`config.mk`:
```
export PLATFORM = sky130hd
export DESIGN_NAME = mem_access_stage
export DESIGN_NICKNAME = d
export VERILOG_FILES = /design/src/rtl/mem_access_stage.sv
export SDC_FILE = /design/constraint.sdc
export NUM_CORES = 1
export LEC_CHECK = 0
export CAP_MARGIN = 10
export CORE_ASPECT_RATIO = 0.6
export CORE_MARGIN = 2
export CORE_UTILIZATION = 39
export DETAILED_ROUTE_END_ITERATION = 6
export HOLD_SLACK_MARGIN = 0.15
export PLACE_DENSITY_LB_ADDON = 0.15
export SYNTH_ARGS = -nofsm -noshare
export SYNTH_HDL_FRONTEND = slang
export SYNTH_SLANG_ARGS = --single-unit
```
`constraint.sdc`:
```
create_clock -name clk -period 1.7 [get_ports clk]
set_input_delay 0.34 -clock clk [delete_from_list [all_inputs] [get_ports clk]]
set_output_delay 0.34 -clock clk [all_outputs]
set_load 0.01 [all_outputs]
```
`src/rtl/mem_access_stage.sv`:
```
// mem_access_stage: memory-access pipeline stage fed by the EX-stage ALU.
//   - Pass-through instructions are registered to writeback with 1-cycle latency.
//   - Aligned loads/stores run a mem_req/mem_ack handshake. in_ready stays low
//     while the access is outstanding.
//   - Misaligned accesses and accesses that reach TIMEOUT cycles without mem_ack
//     complete immediately with an error pulse. Their load data is 0.
// Ports:
//   clk, reset      clock, synchronous active-high reset
//   in_*            EX-side instruction bundle and valid; in_ready = stage idle
//   mem_*           data-memory request/acknowledge interface
//   out_*           writeback bundle; out_valid is a one-cycle pulse
//   err_misalign    one-cycle pulse with out_valid (misaligned load/store)
//   err_timeout     one-cycle pulse with out_valid (memory never acknowledged)
module mem_access_stage #(
  parameter int unsigned TIMEOUT = 64,
  parameter int unsigned RD_W    = 4
) (
  input  logic            clk,
  input  logic            reset,
  input  logic            in_valid,
  output logic            in_ready,
  input  logic [31:0]     in_aluResult,
  input  logic [31:0]     in_op2,
  input  logic            in_isLd,
  input  logic            in_isSt,
  input  logic            in_isWb,
  input  logic [RD_W-1:0] in_rd,
  output logic            mem_req,
  output logic            mem_we,
  output logic [31:0]     mem_addr,
  output logic [31:0]     mem_wdata,
  input  logic            mem_ack,
  input  logic [31:0]     mem_rdata,
  output logic            out_valid,
  output logic [31:0]     out_aluResult,
  output logic [31:0]     out_ldResult,
  output logic [RD_W-1:0] out_rd,
  output logic            out_isWb,
  output logic            out_isLd,
  output logic            err_misalign,
  output logic            err_timeout
);

  localparam int unsigned CW = $clog2(TIMEOUT);

  typedef enum logic {IDLE, BUSY} state_t;

  state_t          state, state_next;
  logic [CW-1:0]   cnt;
  logic [RD_W-1:0] rd_q;
  logic            wb_q, ld_q;
  logic            accept, is_mem, aligned, last_cycle;

  always_comb begin
    in_ready   = (state == IDLE);
    mem_req    = (state == BUSY);
    accept     = in_valid & in_ready;
    is_mem     = in_isLd | in_isSt;
    aligned    = (in_aluResult[1:0] == 2'b00);
    last_cycle = (cnt == CW'(TIMEOUT - 1));
    state_next = state;
    unique case (state)
      IDLE: if (accept && is_mem && aligned) state_next = BUSY;
      BUSY: if (mem_ack || last_cycle)       state_next = IDLE;
      default: state_next = IDLE;
    endcase
  end

  // The writeback bundle of a memory access is staged in mem_addr/rd_q/wb_q/ld_q
  // and copied to the outputs at completion, so outputs hold between pulses.
  always_ff @(posedge clk) begin
    if (reset) begin
      state         <= IDLE;
      cnt           <= '0;
      mem_we        <= 1'b0;
      mem_addr      <= '0;
      mem_wdata     <= '0;
      rd_q          <= '0;
      wb_q          <= 1'b0;
      ld_q          <= 1'b0;
      out_valid     <= 1'b0;
      out_aluResult <= '0;
      out_ldResult  <= '0;
      out_rd        <= '0;
      out_isWb      <= 1'b0;
      out_isLd      <= 1'b0;
      err_misalign  <= 1'b0;
      err_timeout   <= 1'b0;
    end else begin
      state        <= state_next;
      out_valid    <= 1'b0;
      err_misalign <= 1'b0;
      err_timeout  <= 1'b0;
      unique case (state)
        IDLE: begin
          if (accept) begin
            if (is_mem && aligned) begin
              mem_addr  <= in_aluResult;
              mem_wdata <= in_op2;
              // Load+store together is treated as a load.
              mem_we    <= in_isSt & ~in_isLd;
              rd_q      <= in_rd;
              wb_q      <= in_isWb;
              ld_q      <= in_isLd;
              cnt       <= '0;
            end else begin
              out_valid     <= 1'b1;
              out_aluResult <= in_aluResult;
              out_ldResult  <= '0;
              out_rd        <= in_rd;
              out_isWb      <= in_isWb;
              out_isLd      <= in_isLd;
              err_misalign  <= is_mem;
            end
          end
        end
        BUSY: begin
          if (mem_ack || last_cycle) begin
            // An ack on the final cycle wins over the timeout.
            out_valid     <= 1'b1;
            out_aluResult <= mem_addr;
            out_ldResult  <= (mem_ack && !mem_we) ? mem_rdata : '0;
            out_rd        <= rd_q;
            out_isWb      <= wb_q;
            out_isLd      <= ld_q;
            err_timeout   <= ~mem_ack;
          end else begin
            cnt <= cnt + 1'b1;
          end
        end
        default: ;
      endcase
    end
  end

endmodule

```
==> results.yml <==
yosys:
  synthArstFlopShare_pct: 0
  synthTopCellsByArea: "dfxtp_1, nand2_1, mux2i_1"
  synth_flop_cell: "dfxtp_1"
  yosysTopAreaCell: "dfxtp_1"
  ys_ff_latch: 151
  synth-edff-count: 0
  synthCells: 608
  syn-num-nets: 716
  yosys.cell_types.count: 34
  ys_top_cells_by_count: "dfxtp_1, nand2_1, a21oi_1, o211ai_1"
  avgSynthCellArea_sq_um: 9.66
  synth_top_area_share_pct: 51.5
  mappedNetlistArea_sq_um: 5870
  synth.most_common_cell: "dfxtp_1"
  synth_seq_area_share_pct: 51.5
  yosysWarnings: 0
cells_and_area:
  fin_area_sq_um: 9540
  drive_above_1_share_pct: 10.5
  area_growth_pct: 62.5
  nNetsFinal: 968
  final_cells: 1071
  antenna_cells: 0
clock_network:
  root_buffer: "clkbuf_16"
  cts_buffer_depth: 2
  clk_pin_slew_ps: 60
  tritoncts: "built"
  htree_levels: 4
  numCtsBuffers: 17
  clk_latency_ps: 410
  clock_sinks: 151
die:
  rows: 34
  dieArea_sq_um: 16100
  start_util_pct: 40.2
  die_w_um: 162
  fp.coreArea_sq_um: 14600
  io_pins: 247
  die_h_um: 99.0
worst_hold_path:
  hold_depth: 2
  hp-class: "in2reg"
  hp-start: "reset"
  min_to: "mem_wdata[10]$_SDFFE_PP0P_"
placed_design:
  port_buffers: 246
  post-place-cells: 1032
  place_area_sq_um: 8690
  dp_worst_setup_slack_ps: -515
  place.gp.congestion: 0.797
  hpwl_um: 12800
timing:
  post-route-min-period_ps: 1670
  fin_worst_skew_ps: 11.7
  drv_slew: 0
  setup_slack_ps: 25.4
  maxSlewHeadroom_pct: 75.5
  finalCritPeriodShare_pct: 98.5
  rsz0062_at_grt: "yes"
  worst_pin_slew_ps: 367
  fin_hold_ws_ps: 332
  hold_violations: 0
  setup-violations-final: 0
  timing.fmax_mhz: 597
global_route:
  grt_pass1_wl_um: 29100
  grt-ovfl-total: 0
  gr-usage-all-layers_pct: 22.9
  antenna_found_initial: 0
  grt_max_degree: 74
  grt_pass1_vias: 5459
worst_setup_path:
  r2r_end: "out_aluResult[13]$_SDFFE_PP0P_"
  startpoint_type: "input port"
  critical_path_class: "in2reg"
  crit_fanout: 8
  rrSetupSlack_ps: 60
  reg2regPathDepth: 7
  r2r-start: "cnt[0]$_SDFFE_PP0P_"
  worstPathRequired_ps: 2050
  critical_path.endpoint_type: "flip-flop"
  crit_arrival_ps: 2030
pwr:
  peakVddDrop_uv: 625
  power_uw: 8890
  power-per-cell-area_nw_per_um2: 932
  leakage_uw: 0.00401
routing:
  num_vias: 5726
  drt_wl_total_um: 19500
  ant_nets: 0
  drc: 0
  vias_per_cell: 5.35
  drt_first_pass_iters: 5
  drt_iter0_drc: 340
  wl_per_cell_um: 18.2
flow_run:
  drv_cap: 0
run_status:
  status: "finished clean"
[cell families (layout without fill, tap and decap cells)]
group | after synthesis | after routing | synth area share [%]
AO/OA/AOI/OAI | 193 | 193 | 24.6
multiplexers | 38 | 38 | 6.48
buffers and inverters | 60 | 325 | 5.26
flip-flops | 151 | 151 | 51.5
AND/OR/NAND/NOR | 165 | 165 | 12.0
adder cells (fa/ha/maj) | 1 | 1 | 0.213
[metal layers]
layer,up-vias,routed length [um],track usage [%]
met4,0,283,6.67
met5,-,0,0
met2,238,9040,37.2
met1,2754,8710,30.0
met3,23,1480,6.27
li1,2711,-,-
[what timing repair did]
action                     CTS  global route
hold buffers                 0             0
pin swaps                    0             1
gates cloned                 2             3
gates resized for setup     13            31
setup endpoints to repair   57            92
setup buffers                0             2
[flip-flops by register name (all words and copies together), names as in the netlist]
register / count
mem_wdata: 32
out_ldResult: 32
mem_req: 1
wb_q: 1
mem_we: 1
out_rd: 4
out_isLd: 1
err_misalign: 1
mem_addr: 32
err_timeout: 1
ld_q: 1
out_isWb: 1
cnt: 6
rd_q: 4
out_valid: 1
out_aluResult: 32
[power by group]
part | total (uW) | internal [uW] | switching [uW]
sequential | 3770 | 3680 | 87.6
clock | 3900 | 2370 | 1530
combinational | 1220 | 695 | 528
total | 8890 | 6740 | 2150
[metrics by stage]
stage / TNS [ps] / utilization [%]
floorplan: 0 / -
global placement: -48760 / 59.6
detailed placement: -53370 / 59.6
CTS: 0 / 64.2
global route: -257 / 65.4
finish: 0 / 65.4
[placed cells by master, fill, tap and decap left out, types with 2 or more instances in the layout]
cell / n
o21ai_4: 2
and3_1: 4
clkbuf_16: 19
o211ai_1: 39
bufinv_16: 3
buf_12: 10
buf_4: 29
a21oi_1: 73
nand2_1: 138
dfxtp_1: 149
clkinv_2: 2
dlygate4sd2_1: 11
a32o_1: 32
bufbuf_16: 2
clkinvlp_4: 4
o211a_1: 38
buf_6: 2
a211o_1: 2
clkdlybuf4s50_1: 215
nand3_1: 4
inv_6: 3
mux2i_1: 38
nor2_1: 4
nor4_1: 4
dlymetal6s2s_1: 19
[worst max-delay path by stage]
| stage | start | endpoint | slack [ps] | cells after the start |
|---|---|---|---|---|
| final | in_aluResult[1] | out_ldResult[3]$_SDFFE_PP0P_ | 30 | 6 |
| after global routing | mem_req$_SDFF_PP0_ | mem_wdata[27]$_SDFFE_PP0P_ | -30 | 6 |
| after global placement | in_isLd | out_ldResult[18]$_SDFFE_PP0P_ | -470 | 7 |
| after detailed placement | in_isLd | out_ldResult[31]$_SDFFE_PP0P_ | -510 | 7 |
| after CTS | mem_addr[25]$_SDFFE_PP0P_ | mem_addr[25] | 2 | 1 |
| after floorplan | mem_req$_SDFF_PP0_ | out_aluResult[11]$_SDFFE_PP0P_ | 40 | 7 |
[cell type report]
cell class | count | area [sq um]
well taps | 198 | 248
fillers | 1137 | 5050
clock buffers | 19 | 443
clock inverters | 13 | 168
repair buffers | 291 | 3050
multi-input cells | 397 | 2600
flip-flops and latches | 151 | 3030
inverters | 2 | 7.51
[worst max-delay path, stage by stage]
cell	delay [ps]
clkdlybuf4s50_1	500
o31a_4	390
buf_4	150
o21ai_4	250
clkbuf_16	220
a32o_1	160
No activity file was read; power rests on OpenSTA's default activity.
